File: src/rtl/alu_sequencer.sv
// alu_sequencer: accepts one ALU request at a time, drives a shared ALU,
// handles multi-cycle ALU ops and runs unsigned restoring division on the ALU.
module alu_sequencer #(
    parameter int unsigned MCP_CYCLES = 2,
    parameter int unsigned DIV_BITS   = 32
) (
    input  logic        clk,
    input  logic        reset_b,
    input  logic        req_valid,
    output logic        req_ready,
    input  logic [5:0]  req_opcode,
    input  logic [31:0] req_a,
    input  logic [31:0] req_b,
    input  logic        req_cin,
    input  logic        req_vin,
    input  logic        flush,
    output logic [5:0]  alu_opcode,
    output logic [31:0] alu_a,
    output logic [31:0] alu_b,
    output logic        alu_cin,
    output logic        alu_vin,
    input  logic [31:0] alu_dout,
    input  logic        alu_cout,
    input  logic        alu_vout,
    input  logic        alu_mcp,
    output logic        rsp_valid,
    input  logic        rsp_ready,
    output logic [31:0] rsp_data,
    output logic        rsp_c,
    output logic        rsp_v,
    output logic        busy
);

    // Opcode encodings shared with the cpu_2432 instruction set
    localparam logic [5:0] OP_MOV = 6'h00;
    localparam logic [5:0] OP_SUB = 6'h02;
    localparam logic [5:0] OP_DIV = 6'h04;

    typedef enum logic [2:0] {
        IDLE, EXEC, MCP_WAIT, DIV_LOOP, DONE
    } state_t;

    state_t      state;
    logic [2:0]  mcnt;
    logic [4:0]  dcnt;
    logic [31:0] dvd;
    logic [30:0] quo;
    logic        rem_msb;
    logic        div_take;
    logic [31:0] rem_next;

    // Restoring-divide step: a set remainder MSB means the shifted value
    // exceeds 32 bits, so it is always >= divisor and must be subtracted.
    always_comb begin
        div_take = !alu_cout || rem_msb;
        rem_next = div_take ? alu_dout : alu_a;
    end

    // Sequencer state, ALU drive and response registers
    always_ff @(posedge clk or negedge reset_b) begin
        if (!reset_b) begin
            state      <= IDLE;
            req_ready  <= 1'b1;
            busy       <= 1'b0;
            rsp_valid  <= 1'b0;
            rsp_data   <= '0;
            rsp_c      <= 1'b0;
            rsp_v      <= 1'b0;
            alu_opcode <= OP_MOV;
            alu_a      <= '0;
            alu_b      <= '0;
            alu_cin    <= 1'b0;
            alu_vin    <= 1'b0;
            mcnt       <= '0;
            dcnt       <= '0;
            dvd        <= '0;
            quo        <= '0;
            rem_msb    <= 1'b0;
        end else if (flush && state != IDLE) begin
            state      <= IDLE;
            req_ready  <= 1'b1;
            busy       <= 1'b0;
            rsp_valid  <= 1'b0;
            alu_opcode <= OP_MOV;
            alu_a      <= '0;
            alu_b      <= '0;
            alu_cin    <= 1'b0;
            alu_vin    <= 1'b0;
        end else begin
            case (state)
                IDLE: begin
                    if (req_valid) begin
                        req_ready <= 1'b0;
                        busy      <= 1'b1;
                        if (req_opcode == OP_DIV) begin
                            if (req_b == 32'd0) begin
                                state     <= DONE;
                                rsp_valid <= 1'b1;
                                rsp_data  <= 32'hFFFF_FFFF;
                                rsp_c     <= req_cin;
                                rsp_v     <= 1'b1;
                            end else begin
                                state      <= DIV_LOOP;
                                alu_opcode <= OP_SUB;
                                alu_a      <= {31'd0, req_a[31]};
                                alu_b      <= req_b;
                                dvd        <= {req_a[30:0], 1'b0};
                                rem_msb    <= 1'b0;
                                quo        <= '0;
                                dcnt       <= '0;
                            end
                        end else begin
                            state      <= EXEC;
                            alu_opcode <= req_opcode;
                            alu_a      <= req_a;
                            alu_b      <= req_b;
                            alu_cin    <= req_cin;
                            alu_vin    <= req_vin;
                        end
                    end
                end
                EXEC, MCP_WAIT: begin
                    if (state == EXEC && alu_mcp) begin
                        state <= MCP_WAIT;
                        mcnt  <= '0;
                    end else if (state == MCP_WAIT && mcnt != 3'(MCP_CYCLES - 1)) begin
                        mcnt <= mcnt + 3'd1;
                    end else begin
                        state      <= DONE;
                        rsp_valid  <= 1'b1;
                        rsp_data   <= alu_dout;
                        rsp_c      <= alu_cout;
                        rsp_v      <= alu_vout;
                        alu_opcode <= OP_MOV;
                        alu_a      <= '0;
                        alu_b      <= '0;
                        alu_cin    <= 1'b0;
                        alu_vin    <= 1'b0;
                    end
                end
                DIV_LOOP: begin
                    rem_msb <= rem_next[31];
                    dvd     <= {dvd[30:0], 1'b0};
                    quo     <= {quo[29:0], div_take};
                    dcnt    <= dcnt + 5'd1;
                    if (dcnt == 5'(DIV_BITS - 1)) begin
                        state      <= DONE;
                        rsp_valid  <= 1'b1;
                        rsp_data   <= {quo, div_take};
                        rsp_c      <= |rem_next;
                        rsp_v      <= 1'b0;
                        alu_opcode <= OP_MOV;
                        alu_a      <= '0;
                        alu_b      <= '0;
                    end else begin
                        alu_a <= {rem_next[30:0], dvd[31]};
                    end
                end
                DONE: begin
                    if (rsp_ready) begin
                        state     <= IDLE;
                        rsp_valid <= 1'b0;
                        req_ready <= 1'b1;
                        busy      <= 1'b0;
                    end
                end
                default: state <= IDLE;
            endcase
        end
    end

endmodule

File: config.mk
export PLATFORM = sky130hd
export DESIGN_NAME = alu_sequencer
export DESIGN_NICKNAME = d
export VERILOG_FILES = /design/src/rtl/alu_sequencer.sv
export SDC_FILE = /design/constraint.sdc
export NUM_CORES = 1
export LEC_CHECK = 0
export ABC_AREA = 1
export CAP_MARGIN = 40
export CORE_AREA = 3 3 136 138
export CTS_BUF_LIST = sky130_fd_sc_hd__clkbuf_4
export DETAILED_ROUTE_END_ITERATION = 12
export DIE_AREA = 0 0 139 141
export GPL_ROUTABILITY_DRIVEN = 0
export HOLD_SLACK_MARGIN = 0.12
export PLACE_DENSITY = 0.88
export SYNTH_ARGS = -nofsm -noshare
export SYNTH_HDL_FRONTEND = slang
export SYNTH_SLANG_ARGS = --single-unit
File: constraint.sdc
create_clock -name clk -period 3.4 [get_ports clk]
set_input_delay 0.68 -clock clk [delete_from_list [all_inputs] [get_ports clk]]
set_output_delay 0.68 -clock clk [all_outputs]
set_load 0.01 [all_outputs]
==> Yosys cells after proc, flatten, opt, wreduce, memory -nomap -nowiden <==
Index checks and enable logic that the tools add are counted.
{ "word_totals": {"reg_bits": 184, "inputBits": 112} }
{ "op_classes": {"n_bitwise": 1, "n_eq_ne": 24, "muxes": 94, "n_reduce_logical": 26, "addsub": 2} }
{ "op_table": {"columns": ["cell", "n"], "rows": [
  ["32-bit 2-to-1 mux", 22],
  ["32-bit case mux with 3 select lines", 3],
  ["31-bit 2-to-1 mux", 3],
  ["32-bit case mux with 2 select lines", 1],
  ["31-bit case mux with 2 select lines", 1],
  ["6-bit 2-to-1 mux", 7],
  ["1-bit 2-to-1 mux", 33],
  ["32-bit logical NOT", 1],
  ["32-bit OR reduction", 1],
  ["3-bit 2-to-1 mux", 10],
  ["3-bit inequality test (second input constant)", 8],
  ["6-bit case mux with 3 select lines", 1],
  ["8-bit AND reduction", 2],
  ["5-bit 2-to-1 mux", 3],
  ["5-bit AND reduction", 3],
  ["2-bit inequality test (second input constant)", 7],
  ["3-bit case mux with 4 select lines", 1],
  ["3-bit nonzero test", 4],
  ["1-bit case mux with 2 select lines", 5],
  ["5-bit case mux with 2 select lines", 1],
  ["4-bit inequality test (second input constant)", 2],
  ["3-bit by 2-bit == test with 1-bit output (second input constant)", 2],
  ["6-bit by 3-bit == test with 1-bit output (second input constant)", 1],
  ["1-bit case mux with 3 select lines", 2],
  ["19 further kinds", 23]
]} }

==> Logic depth before layout (Yosys ltp) <==
{ "logic_depth": {"depth_word": 6, "depth_mapped": 13, "ltp_nobuf": 11} }

==> Worst setup path before layout <==
No wires, ideal clock.
{ "synth_path": {"kind": "input to register", "from": "input req_opcode[3]", "to": "register dvd[15]", "path_stages": 11, "path_slack_ns": 1.382, "t_required_ns": 3.270, "t_arrival_ns": 1.888, "path_buffers": 1, "cell_sequence": "inv_1 nand2_1 nor2_1 nand3_2 nand2_2 nand2_2 nor2_4 nand2_2 nand2_2 clkbuf_1 o21ai_1"} }
{ "synth_between": {"elab_chain_cells": 3} }
{ "synth_lines": {"columns": ["element", "line", "text"], "rows": [
  ["start, declared", "11", "input logic [5:0] req_opcode,"],
  ["6-bit by 3-bit == test with 1-bit output", "95", "if (req_opcode == OP_DIV) begin"],
  ["2-bit inequality test (no line)", null, null],
  ["5-bit AND reduction (no line)", null, null],
  ["end signal, assigned", "107", "dvd <= {req_a[30:0], 1'b0};"],
  ["end signal, assigned", "143", "dvd <= {dvd[30:0], 1'b0};"],
  ["end, declared", "46", "logic [31:0] dvd;"]
]} }
Every way passes these cells.
A chain may end at the register's enable or synchronous reset.

==> Worst setup path in the final report <==
{ "layout_path": {"from": "register rem_msb", "to": "register rsp_c"} }
{ "layout_between": {"elab_chain_cells": 5} }
{ "layout_lines": {"columns": ["element", "line", "text"], "rows": [
  ["start, declared", "48", "logic rem_msb;"],
  ["start signal, assigned", "142", "rem_msb <= rem_next[31];"],
  ["1-bit logical OR", "55", "div_take = !alu_cout || rem_msb;"],
  ["32-bit 2-to-1 mux", "56", "rem_next = div_take ? alu_dout : alu_a;"],
  ["32-bit OR reduction", "150", "rsp_c <= |rem_next;"],
  ["1-bit 2-to-1 mux", "146", "if (dcnt == 5'(DIV_BITS - 1)) begin"],
  ["1-bit case mux with 3 select lines", "90", "case (state)"],
  ["end signal, assigned", "100", "rsp_c <= req_cin;"],
  ["end signal, assigned", "132", "rsp_c <= alu_cout;"],
  ["end signal, assigned", "150", null],
  ["end, declared", "29", "output logic rsp_c,"]
]} }
Every way passes these cells. The select of a mux whose other input is x is not followed.

==> qor.yml <==
status: "complete, no violations"
overflow: 0
viasPerCell: 5.428
finalNetCount: 1650
path_class: "reg -> reg"
area_delta_synth_final_pct: 26.83
fin_skew_ns: 0.01666
io-pin-count: 221
syn-num-nets: 1468
period_minus_slack_ns: 2.443
max_slew_margin_pct: 46.35
ys.flop_type: "dfrtp_1"
nFillCells: 1364
cts-root-buf: "clkbuf_4"
initial_core_util_pct: 56.68
setup_viol_count_final: 0
cts_setup_buffers: 0
synth_edf_count: 0
ys_warn_count: 0
drc: 0
maxCapViolCount: 0
critical_path_arrival_ns: 2.93
die-area_sq_um: 19600
core_area_sq_um: 17300
clock_path_buffers: 2
dr.pass1.iters: 5
grt_max_degree: 78
num_vias: 9624
place_hpwl_um: 20620
grt_pass1_vias: 9237
slew_viol_final: 0
synth_seq_cells: 183
clk_latency_ns: 0.59
netlist_instances: 1352
placedInstanceArea_sq_um: 12120
final_antenna_net_count: 0
synthArstFlopShare_pct: 100.0
crit_path_end_kind: "flip-flop"
avgRoutedWirePerCell_um: 15.90
antenna_found_initial: 1
detail_route.iter0.violations: 815
gr-usage-all-layers_pct: 28.84
clk_pin_slew_ns: 0.15
grt_pass1_wl_um: 46020
fin_setup_tns_ns: 0
cts-htree-levels: 4
cts_tree: "yes"
final_layout_size_suffix_gt1_share_pct: 5.365
placementRows: 48
syn_area_per_cell_sq_um: 7.251
dieHeight_um: 141
final_common_cell: "nand2_1"
required_ns: 3.89
postCtsResizedCells: 0
max_freq_mhz: 409.3
port_buffers: 220
seq_area_frac_synth_pct: 46.73
p_per_area_nw_per_um2: 816.7
rsz0062_at_grt: "no"
die_x_um: 139
hold_path.class: "reg -> reg"
critPathMaxFanout: 23
synth_area_sq_um: 9803
holdBufCountCts: 1
mostFrequentLayoutCells: "nand2_1, clkdlybuf4s50_1, dfrtp_1"
power_leakage_nw: 6.075
fin_crit_sh_pct: 71.85
peakVddDrop_mv: 0.4151
finalInstanceArea_sq_um: 12430
final-hold-violation-count: 0
finalWirelength_um: 28200
worstMarginPinSlew_ns: 0.7964
numCtsBuffers: 17
cts_sinks: 183
ys_types: 33
start_kind: "flip-flop"
==> per-stage QoR <==
stage	instances	setup slack [ns]	util, %	power (mW)	hold slack [ns]
5_1_grt	1773	0.6485	71.88	10.93	0.5096
2_1_floorplan	1352	1.382	-	6.787	0.3844
4_1_cts	1772	0.9996	71.87	10.17	0.4918
6_report	1773	0.9570	71.88	10.15	0.4854
3_5_place_dp	1739	0.4138	70.06	8.870	0.4573
3_3_place_gp	1738	0.5327	69.90	8.654	0.4525
==> where the power goes <==
part | switching [mW] | internal (mW)
combinational | 3.22 | 2.22
clock | 0.776 | 0.512
sequential | 0.455 | 2.98
total | 4.45 | 5.71
==> cells by family after synthesis <==
logic type               after synthesis  share of synthesized area, %
buffers and inverters                253                         10.86
AND/OR/NAND/NOR                      661                         27.95
adder cells (fa/ha/maj)                4                        0.5106
flip-flops                           183                         46.73
XOR/XNOR                               2                        0.1787
AO/OA/AOI/OAI                        249                         13.77
==> per-layer routing <==
layer / global-route usage, % / vias to the layer above / wire, um
li1: - / 4636 / -
met1: 40.86 / 4442 / 11810
met2: 43.67 / 468 / 12920
met3: 5.733 / 78 / 2515
met4: 12.15 / 0 / 949
met5: 0 / - / 0
==> cell usage after synthesis, types with 6 or more instances <==
| cell | count | area (sq um) |
|---|---|---|
| nand2_1 | 428 | 1607 |
| dfrtp_1 | 182 | 4554 |
| inv_1 | 166 | 623.1 |
| nor2_1 | 139 | 521.8 |
| o21ai_0 | 109 | 545.5 |
| o21ai_1 | 91 | 455.4 |
| nand4_1 | 42 | 262.8 |
| clkbuf_1 | 40 | 150.1 |
| a211oi_1 | 29 | 217.7 |
| nand3_1 | 24 | 120.1 |
| buf_2 | 21 | 105.1 |
| nand3b_1 | 14 | 105.1 |
| a21oi_1 | 9 | 45.04 |
| buf_4 | 9 | 67.56 |
| buf_6 | 7 | 78.83 |
| nand2_2 | 6 | 37.54 |
==> worst paths after layout <==
check | from | endpoint | slack (ns) | cells after the start
min in group asynchronous | reset_b | dvd[23] | 0.65 | 2
max in group asynchronous | reset_b | alu_a[5] | 1.85 | 3
worst min register to register | alu_b[20] | alu_b[20] | 0.49 | 2
worst min-delay path | alu_b[20] | alu_b[20] | 0.49 | 2
worst max register to register | rem_msb | rsp_c | 0.96 | 12
worst max-delay path | rem_msb | rsp_c | 0.96 | 12
==> area by class of cell <==
cell class,instances,area [sq um],share of cell area (%)
clock buffer,17,127.6,1.026
clock inverter,15,175.2,1.409
multi-input combinational,916,4174,33.57
tap,225,281.5,2.264
sequential,183,4581,36.84
timing repair buffer,244,2444,19.65
antenna,1,2.502,0.02013
inverter,172,648.1,5.213
==> flip-flops by register name, indices dropped and copies added (netlist names) <==
name,cells
mcnt,3
rsp_valid,1
state,3
alu_cin,1
alu_b,32
quo,31
busy,1
alu_opcode,6
dvd,31
rsp_v,1
dcnt,5
alu_a,32
alu_vin,1
rem_msb,1
rsp_c,1
rsp_data,32
req_ready,1
==> critical path, stage by stage, from the launching register on <==
cell      delay (ns)
dfrtp_1         0.37
clkinv_1        0.44
nand2_1         0.56
buf_12          0.22
nand2_1         0.10
nand2_1         0.11
nand2_1         0.06
nor2_1          0.08
nand2_1         0.05
nor2_1          0.11
nand2_1         0.09
nand2_1         0.08
a21oi_1         0.07
(Power assumes the default switching activity.)
